## src/rtl/ldpc_pkg.sv

```systemverilog
// Shared definitions for the LDPC rate matcher: FSM state type, redundancy-version
// start-offset fractions and the default codeword length.
package ldpc_pkg;

    localparam int unsigned LDPC_DEFAULT_N = 672;

    typedef enum logic [0:0] {
        StIdle,
        StSend
    } ldpc_state_e;

    // k0 = N * K0_NUM[rv] / K0_DEN
    localparam int unsigned K0_DEN = 4;
    localparam int unsigned K0_NUM [4] = '{0, 1, 2, 3};

    function automatic int unsigned k0_of(input logic [1:0] rv, input int unsigned n);
        return (n * K0_NUM[rv]) / K0_DEN;
    endfunction

endpackage

```

## src/rtl/ldpc_rm_word_select.sv

```systemverilog
// Combinational extraction of OUT_W consecutive circular-buffer bits starting at ptr_i.
// Codeword bit j lives at cw_i[N-1-j]; the first extracted bit lands in the MSB.
module ldpc_rm_word_select
    import ldpc_pkg::*;
#(
    parameter int unsigned CODEWORD_LEN = LDPC_DEFAULT_N,
    parameter int unsigned OUT_W        = 8,
    localparam int unsigned PTR_W       = $clog2(CODEWORD_LEN)
) (
    input  logic [CODEWORD_LEN-1:0] cw_i,
    input  logic [PTR_W-1:0]        ptr_i,
    output logic [OUT_W-1:0]        word_o
);

    localparam logic [PTR_W:0]   N_EXT = (PTR_W + 1)'(CODEWORD_LEN);
    localparam logic [PTR_W-1:0] N_M1  = PTR_W'(CODEWORD_LEN - 1);

    logic [PTR_W:0]   idx;
    logic [PTR_W-1:0] pos;

    // OUT_W < N, so a single conditional subtraction keeps every index in range
    always_comb begin
        word_o = '0;
        idx    = '0;
        pos    = '0;
        for (int i = 0; i < OUT_W; i++) begin
            idx = {1'b0, ptr_i} + (PTR_W + 1)'(i);
            if (idx >= N_EXT) begin
                idx = idx - N_EXT;
            end
            pos = N_M1 - idx[PTR_W-1:0];
            word_o[OUT_W-1-i] = cw_i[pos];
        end
    end

endmodule

```

## src/rtl/ldpc_rate_matcher.sv

```systemverilog
// LDPC rate matcher: captures a codeword and streams e_len bits of its circular buffer,
// starting at the redundancy-version offset k0, as OUT_W-bit words over valid/ready.
// Optional feature: define LDPC_RM_WRAP_COUNT_EN to add the 4-bit wrap_cnt output.
module ldpc_rate_matcher
    import ldpc_pkg::*;
#(
    parameter int unsigned CODEWORD_LEN = LDPC_DEFAULT_N,
    parameter int unsigned OUT_W        = 8,
    parameter int unsigned E_MAX        = 2048,
    localparam int unsigned E_W         = $clog2(E_MAX + 1),
    localparam int unsigned PTR_W       = $clog2(CODEWORD_LEN)
) (
    input  logic                    clk,
    input  logic                    reset,
    input  logic                    start,
    input  logic [CODEWORD_LEN-1:0] codeword_in,
    input  logic [1:0]              rv_id,
    input  logic [E_W-1:0]          e_len,
    output logic                    in_ready,
    output logic [OUT_W-1:0]        out_data,
    output logic                    out_valid,
    input  logic                    out_ready,
    output logic                    out_last,
`ifdef LDPC_RM_WRAP_COUNT_EN
    output logic [3:0]              wrap_cnt,
`endif
    output logic                    done
);

    localparam logic [E_W-1:0]   OUT_W_E = E_W'(OUT_W);
    localparam logic [PTR_W:0]   OUT_W_P = (PTR_W + 1)'(OUT_W);
    localparam logic [PTR_W:0]   N_P     = (PTR_W + 1)'(CODEWORD_LEN);

    ldpc_state_e             state_q, state_d;
    logic [CODEWORD_LEN-1:0] cw_q, cw_d;
    logic [PTR_W-1:0]        ptr_q, ptr_d;
    logic [E_W-1:0]          rem_q, rem_d;
    logic [OUT_W-1:0]        out_data_q, out_data_d;
    logic                    valid_q, valid_d;
    logic                    last_q, last_d;
    logic                    done_q, done_d;
`ifdef LDPC_RM_WRAP_COUNT_EN
    logic [3:0]              wrap_q, wrap_d;
`endif

    logic                    hs;
    logic [E_W-1:0]          step;
    logic [PTR_W:0]          ptr_sum;
    logic                    wrapped;
    logic [PTR_W-1:0]        ptr_adv;
    logic [OUT_W-1:0]        word_next;
    logic [OUT_W-1:0]        keep_mask;

    // Word at the next pointer; outputs are registered, so select from next-state values
    ldpc_rm_word_select #(
        .CODEWORD_LEN(CODEWORD_LEN),
        .OUT_W       (OUT_W)
    ) u_word_select (
        .cw_i  (cw_d),
        .ptr_i (ptr_d),
        .word_o(word_next)
    );

    // Next-state logic for the control FSM, datapath and registered outputs
    always_comb begin
        state_d = state_q;
        cw_d    = cw_q;
        ptr_d   = ptr_q;
        rem_d   = rem_q;
        done_d  = 1'b0;
`ifdef LDPC_RM_WRAP_COUNT_EN
        wrap_d  = wrap_q;
`endif

        hs      = valid_q & out_ready;
        step    = (rem_q > OUT_W_E) ? OUT_W_E : rem_q;
        ptr_sum = {1'b0, ptr_q} + OUT_W_P;
        wrapped = (ptr_sum >= N_P);
        ptr_adv = wrapped ? PTR_W'(ptr_sum - N_P) : PTR_W'(ptr_sum);

        unique case (state_q)
            StIdle: begin
                if (start) begin
`ifdef LDPC_RM_WRAP_COUNT_EN
                    wrap_d = 4'd0;
`endif
                    if (e_len != '0) begin
                        cw_d    = codeword_in;
                        ptr_d   = PTR_W'(k0_of(rv_id, CODEWORD_LEN));
                        rem_d   = e_len;
                        state_d = StSend;
                    end else begin
                        done_d = 1'b1;
                    end
                end
            end
            StSend: begin
                if (hs) begin
                    ptr_d = ptr_adv;
                    rem_d = rem_q - step;
`ifdef LDPC_RM_WRAP_COUNT_EN
                    if (wrapped && (wrap_q != 4'hF)) begin
                        wrap_d = wrap_q + 4'd1;
                    end
`endif
                    if (last_q) begin
                        state_d = StIdle;
                        done_d  = 1'b1;
                    end
                end
            end
            default: state_d = StIdle;
        endcase

        // Keep only the first rem_d bits (MSB-first) of a short final word
        keep_mask = '0;
        for (int i = 0; i < OUT_W; i++) begin
            keep_mask[OUT_W-1-i] = (int'(rem_d) > i);
        end

        valid_d    = (state_d == StSend);
        last_d     = valid_d && (rem_d <= OUT_W_E);
        out_data_d = valid_d ? (word_next & keep_mask) : '0;
    end

    // State and output registers with asynchronous reset
    always_ff @(posedge clk or posedge reset) begin
        if (reset) begin
            state_q    <= StIdle;
            cw_q       <= '0;
            ptr_q      <= '0;
            rem_q      <= '0;
            out_data_q <= '0;
            valid_q    <= 1'b0;
            last_q     <= 1'b0;
            done_q     <= 1'b0;
`ifdef LDPC_RM_WRAP_COUNT_EN
            wrap_q     <= 4'd0;
`endif
        end else begin
            state_q    <= state_d;
            cw_q       <= cw_d;
            ptr_q      <= ptr_d;
            rem_q      <= rem_d;
            out_data_q <= out_data_d;
            valid_q    <= valid_d;
            last_q     <= last_d;
            done_q     <= done_d;
`ifdef LDPC_RM_WRAP_COUNT_EN
            wrap_q     <= wrap_d;
`endif
        end
    end

    assign in_ready  = (state_q == StIdle);
    assign out_data  = out_data_q;
    assign out_valid = valid_q;
    assign out_last  = last_q;
    assign done      = done_q;
`ifdef LDPC_RM_WRAP_COUNT_EN
    assign wrap_cnt  = wrap_q;
`endif

endmodule

```

## config.mk

```make
export PLATFORM = sky130hd
export DESIGN_NAME = ldpc_rate_matcher
export DESIGN_NICKNAME = d
export VERILOG_FILES = /design/src/rtl/ldpc_pkg.sv /design/src/rtl/ldpc_rm_word_select.sv /design/src/rtl/ldpc_rate_matcher.sv
export SDC_FILE = /design/constraint.sdc
export NUM_CORES = 2
export LEC_CHECK = 0
export ABC_CLOCK_PERIOD_IN_PS = 40400
export CORE_ASPECT_RATIO = 0.8
export CORE_MARGIN = 2
export CORE_UTILIZATION = 48
export CTS_BUF_LIST = sky130_fd_sc_hd__clkbuf_4
export DETAILED_ROUTE_END_ITERATION = 10
export PLACE_DENSITY = 0.82
export SYNTH_ARGS = -nofsm -noshare
export SYNTH_HDL_FRONTEND = slang
export SYNTH_SLANG_ARGS = --single-unit
```

## constraint.sdc

```tcl
create_clock -name clk -period 40.4 [get_ports clk]
set_input_delay 8.08 -clock clk [delete_from_list [all_inputs] [get_ports clk]]
set_output_delay 8.08 -clock clk [all_outputs]
set_load 0.05 [all_outputs]
```

==> Word level (Yosys, flattened, before mapping) <==
Index checks and enable logic that the tools add are counted.
{ "op_classes": {"n_mul": 1, "bitwise_logic": 4, "mux": 51, "addsub": 26, "magnitude_cmp": 28, "reduce_logical": 2} }
{ "ops": {"columns": ["op", "count"], "rows": [
  ["2-to-1 mux 672 bit", 3],
  ["2-to-1 mux 10 bit", 12],
  ["subtractor 10 bit (second input constant)", 9],
  ["greater-or-equal comparator 11 x 10 -> 1 bit (second input constant)", 8],
  ["< comparator 10 x 11 -> 1 bit (second input constant)", 8],
  ["binary-select mux 1 bit (select 10 bit)", 8],
  ["subtractor 10 bit (first input constant)", 8],
  ["binary-select mux 32 bit (select 2 bit)", 1],
  ["2-to-1 mux 32 bit", 2],
  ["greater-than comparator 12 x 3 -> 1 bit (second input constant)", 4],
  ["2-to-1 mux 12 bit", 4],
  ["adder 10 x 3 -> 11 bit (second input constant)", 4],
  ["multiplier 5 x 32 -> 7 bit (first input constant)", 1],
  ["greater-than comparator 12 x 1 -> 1 bit (second input constant)", 2],
  ["greater-than comparator 12 x 2 -> 1 bit (second input constant)", 2],
  ["one-hot mux 12 bit (2 select lines)", 1],
  ["adder 10 x 2 -> 11 bit (second input constant)", 2],
  ["one-hot mux 10 bit (2 select lines)", 1],
  ["2-to-1 mux 1 bit", 16],
  ["greater-than comparator 12 x 4 -> 1 bit (second input constant)", 1],
  ["less-or-equal comparator 12 x 4 -> 1 bit (second input constant)", 1],
  ["nonzero test 12 bit", 1],
  ["subtractor 12 bit", 1],
  ["adder 10 x 1 -> 11 bit (second input constant)", 1],
  ["10 further kinds", 11]
]} }
{ "word_totals": {"inputBits": 690, "ff_bits": 705, "wordCells": 119} }

==> Logic depth before layout (Yosys ltp) <==
{ "depth": {"word_depth": 16, "mapped_depth": 34, "depth_no_buf": 27} }

==> Hierarchy <==
Synthesis repeated with hierarchy kept, for this count alone.
{ "unflattened": {"hier_cells": 5331, "area_unflattened_um2": 58333.4} }
{ "by_module_without_submodules": {"columns": ["module", "instances", "area_per_inst_um2", "cells_per_inst", "seq_area_each_um2"], "rows": [
  ["ldpc_rm_word_select", 1, 31101.1, 2253, 0.0],
  ["ldpc_rate_matcher", 1, 27232.4, 3078, 17641.9]
]} }

==> Worst setup path after synthesis <==
OpenSTA, ideal clock, no wires.
{ "synth_path": {"kind": "input to register", "from": "input port e_len[6]", "to": "register out_data_q[2], in the netlist out_data[2]", "setup_slack_ns": 25.052, "t_arrival_ns": 15.245, "stages": 32, "setup_ns": 0.104, "n_path_buf": 9, "cell_sequence": "or4_1 > buf_2 > o31ai_4 > buf_2 > nand2_1 > clkinv_1 > clkbuf_1 > clkbuf_1 > clkbuf_1 > ha_1 > clkbuf_1 > a21oi_1 > nand2b_1 > nor4_1 > xnor2_1 > ha_1 > buf_1 > nand2_1 > o21ai_0 > o2bb2ai_1 > a21oi_1 > and2_1 > buf_2 > buf_2 > ha_1 > nor2_1 > nor4b_1 > a311oi_1 > nand3_1 > and3_1 > a2111o_1 > a221oi_1"} }
{ "synth_via": {"elab_chain_len": 12, "elab_cells_between_ends": 23, "classes_between": "3 x add/sub; 2 x order compare; 16 x mux; 1 x bitwise; 1 x reduce/logical"} }
{ "synth_lines": {"columns": ["item", "line_no", "source"], "rows": [
  ["start: declaration", "ldpc_rate_matcher.sv:18", "input logic [E_W-1:0] e_len,"],
  ["nonzero test 12 bit *", "ldpc_rate_matcher.sv:87", "if (e_len != '0) begin"],
  ["2-to-1 mux 10 bit *", "ldpc_rate_matcher.sv:87", null],
  ["2-to-1 mux 10 bit *", "ldpc_rate_matcher.sv:83", "if (start) begin"],
  ["one-hot mux 10 bit (2 select lines) *", "ldpc_rate_matcher.sv:81", "unique case (state_q)"],
  ["named net ptr_d[2]", "ldpc_rate_matcher.sv:36", "logic [PTR_W-1:0] ptr_q, ptr_d;"],
  ["adder 10 x 3 -> 11 bit *", "ldpc_rm_word_select.sv:27", "idx = {1'b0, ptr_i} + (PTR_W + 1)'(i);"],
  ["subtractor 10 bit / greater-or-equal comparator 11 x 10 -> 1 bit (equally long branches)", "ldpc_rm_word_select.sv:29, ldpc_rm_word_select.sv:28", null],
  ["2-to-1 mux 10 bit *", "ldpc_rm_word_select.sv:28", "if (idx >= N_EXT) begin"],
  ["subtractor 10 bit *", "ldpc_rm_word_select.sv:31", "pos = N_M1 - idx[PTR_W-1:0];"],
  ["binary-select mux 1 bit (select 10 bit) *", "ldpc_rm_word_select.sv:32", "word_o[OUT_W-1-i] = cw_i[pos];"],
  ["2-to-1 mux 1 bit (not written as such) *", "ldpc_rm_word_select.sv:32", null],
  ["bitwise AND 8 bit *", "ldpc_rate_matcher.sv:123", "out_data_d = valid_d ? (word_next & keep_mask) : '0;"],
  ["2-to-1 mux 8 bit *", "ldpc_rate_matcher.sv:123", null],
  ["named net out_data_d[2]", "ldpc_rate_matcher.sv:38", "logic [OUT_W-1:0] out_data_q, out_data_d;"],
  ["end signal: assignment", "ldpc_rate_matcher.sv:145", "out_data_q <= out_data_d;"],
  ["end: declaration", "ldpc_rate_matcher.sv:38", null]
]} }
The timed path passes the listed nets; every way through them passes the cells marked *. The select of a mux whose other input is x is not followed.

==> Final worst setup path <==
{ "layout_path": {"from": "input port e_len[6]", "to": "register out_data_q[0], in the netlist out_data[0]"} }
The elaborated chain is that of the path after synthesis.

==> summary.txt <==
Run status
  • Status: finished, violations left
  • Failing checks: max-capacitance violations, max-slew violations

STA
  • RSZ-0062 raised after global routing: false
  • Max Clock Skew: between 0.1 and 0.15 ns
  • Tcrit/Tclk final: 0.412
  • Setup TNS: 0 ns
  • Worst-margin pin slew: ~1.5 ns
  • Slew HR: -0.00936
  • Setup violations, final: 0
  • Period minus WS final: ~17 ns
  • Highest clock rate: between 60 and 70 MHz
  • Final Max Tran Viols: 1
  • Final Hold Vio Count: 0

Power and ir drop
  • Tot Pwr: roughly 6.1 mW
  • Leakage: 31.8 nW
  • Power per cell area: approximately 83 nW/um2
  • VDD IR max: 0.0531 mV

Clock tree
  • Clock H-tree levels: 4
  • CTS Root Cell: clkbuf_4
  • CTS tree: done
  • CTS max path bufs: 3
  • Clk pin slew, worst setup/hold paths: about 0.080 ns
  • Post-CTS Resized: 0
  • Skew-Pair Late Insertion Delay: about 1.4 ns
  • Total CTS buffers: 190
  • Sink Count: just over 700
  • Hold Buf Count CTS: 0
  • Post-CTS Setup Inserts: 0

Logic synthesis
  • Yosys reg bits: 705
  • Top cells by area, synth: dfrtp_1 28%, nand2_1 13%, mux4_2 12%
  • Netlist Area Pre-Place: around 62000 um2
  • Syn Inst Count: ~7600
  • Ys async rst share: 1.00
  • Top-area cell type share of the netlist area: 0.283
  • Primary FF master, synth: dfrtp_1
  • Dominant cell type by area after synthesis: dfrtp_1
  • Sequential fraction of the synthesis area: 0.283
  • Ys Warns: 0
  • Netlist cell types: 102
  • Net Count, Synth: between 8000 and 9000
  • Synthesized area per cell: 8.15 um2
  • Post-synth EDFFs: 0

Worst setup path
  • Cell mode on critical path: buf_4
  • CP max stage cell: or4_1
  • Critical path depth: 25
  • Critical setup path kind: in2reg
  • Dominant delay contributor by cell family on the critical path: simple AND/OR/NAND/NOR gates
  • RR Endpoint: out_data[0]
  • Worst setup SP type: primary input
  • Critical Path Max Stage Delay: between 0.8 and 0.9 ns
  • Max FO, Critical Path: just over 60
  • RR Startpoint: out_valid
  • FF-to-FF setup slack: around 31 ns
  • Critical Path Source: e_len[6]
  • Req. time, crit path: 41.61 ns
  • Reg2reg path depth: 25
  • Worst path bufs/invs: 4
  • Worst EP arrival: approximately 18 ns
  • Critical Path Sink Type: flop
  • Crit path capture: out_data[0]

Detailed routing
  • Remaining antenna violation count after routing: 0
  • Drt drc: 0
  • DR vias/cell: around 6.7
  • First drt pass iteration count: 7
  • Detailed Route WL: between 300 and 400 mm
  • Routed len/inst: around 31 um
  • Iteration-0 DRC Markers: 11332
  • Total number of vias: 67026

Floorplan
  • # rows: about 120
  • Die Y: 326 um
  • Core area: about 130000 um2
  • Die area: 133000 um2
  • # IOs: ~700
  • Initial Utilization: 0.482
  • Die W: 407 um

Placement
  • I/O Buffers: around 700
  • Post-DP HPWL: around 230 mm
  • GPL Wtd Cong: approximately 1.1

Global routing
  • Initial antenna violation count: 40
  • Pin count of the biggest net entering global routing: just over 200
  • Gr ovfl total: 0
  • Vias in the first global route: around 63000
  • First-pass GRT wire length: 440 mm
  • Overall routing resource usage: 0.457

Cells and area
  • Final net count: around 8800
  • Commonest cells after routing, fill and taps aside: 2196 x nand2_1, 703 x dfrtp_1, 701 x clkdlybuf4s50_1, 680 x mux2i_1, 621 x nor2_1
  • Fraction of layout cells with a size suffix above 1: 0.133
  • Commonest non-fill, non-tap cell in the layout: nand2_1
  • Area delta synth->final: 17.7%

Job
  • Max Cap Violations: 2

Worst hold path
  • Min-delay worst type: reg2reg
## state kept, by name, summed over array words and instances (netlist names)
name,count
rem_q,12
out_valid,1
ptr_q,10
done,1
out_data,8
out_last,1
cw_q,672
## area by class of cell
type	count	area (um2)
multi-input cells	6220	42200
repair buffers	877	8450
clock inverters	48	289
flip-flops and latches	705	17600
well taps	1740	2180
clock buffers	284	2130
fillers	11464	55800
inverters	85	335
diodes	22	55.1
## synthesized netlist by cell type (70+ instances only)
| master | n |
|---|---|
| o21ai_0 | 387 |
| clkbuf_1 | 455 |
| o22ai_1 | 81 |
| nand3_1 | 73 |
| dfrtp_1 | 705 |
| o211ai_1 | 90 |
| nor2_1 | 624 |
| a31oi_1 | 78 |
| nand2_1 | 2199 |
| a211oi_1 | 157 |
| a21oi_1 | 347 |
| nor3_1 | 106 |
| xnor2_1 | 70 |
| mux4_2 | 343 |
| buf_1 | 122 |
| mux2i_1 | 680 |
| o21a_1 | 171 |
| inv_1 | 71 |
| a21boi_0 | 81 |
| mux2_2 | 178 |
## metrics by stage
| stage | setup WS (ns) | hold WS, ns | utilization | cells | instance area, um2 |
|---|---|---|---|---|---|
| finish | 23.77 | 0.495 | 0.568 | 9981 | 73300 |
| CTS | 24.11 | 0.496 | 0.567 | 9957 | 73200 |
| detailed placement | 22.66 | 0.480 | 0.548 | 9625 | 70800 |
| global route | 23.39 | 0.521 | 0.568 | 9972 | 73200 |
| floorplan | 12.55 | 0.458 | - | 7642 | 62300 |
| global placement | 22.72 | 0.473 | 0.548 | 9625 | 70800 |
## where the power goes
group | switching [mW] | total (mW) | internal (mW)
Clock | 0.355 | 0.693 | 0.339
Sequential | 0.286 | 1.32 | 1.04
Combinational | 2.60 | 4.04 | 1.44
Total | 3.25 | 6.06 | 2.81
## cell families (layout without fill, tap and decap cells)
kind of cell	after synthesis	count (layout)	share of synthesized area
buffers and inverters	717	1294	0.0446
DFF	705	705	0.283
adders and majority gates	43	43	0.00860
AOI/OAI and AO/OA	1706	1706	0.180
other	1	23	0.0000602
muxes	1202	1202	0.266
and+or+nand+nor	3179	3179	0.204
xor gates and xnor gates	89	89	0.0133
## metal layers
layer | wire length, um | up-vias | part of all wire | GRT usage
met5 | 401 | - | 0.0013 | 0.00752
li1 | - | 28378 | - | -
met1 | 120000 | 32549 | 0.39 | 0.619
met2 | 126000 | 5090 | 0.40 | 0.635
met3 | 46900 | 971 | 0.15 | 0.180
met4 | 17100 | 38 | 0.055 | 0.218
## worst min-delay path by stage
| stage | start | to | slack (ns) | cells after the start |
|---|---|---|---|---|
| final | cw_q[109] | cw_q[109] | 0.50 | 2 |
| after CTS | cw_q[109] | cw_q[109] | 0.50 | 2 |
| after floorplan | cw_q[108] | cw_q[108] | 0.46 | 2 |
| after detailed placement | cw_q[470] | cw_q[470] | 0.48 | 2 |
| after global placement | cw_q[536] | cw_q[536] | 0.47 | 2 |
| after global routing | cw_q[54] | cw_q[54] | 0.52 | 2 |
## worst register-to-register path: cells and delay by family (launching register included)
family	cells	cell delay, ns
AND/OR/NAND/NOR	9	2.86
buffers and inverters	4	2.24
AO/OA/AOI/OAI	10	2.21
adder cells (fa/ha/maj)	2	1.27
flip-flops	1	0.33
Power figures use the tool's default switching activity.
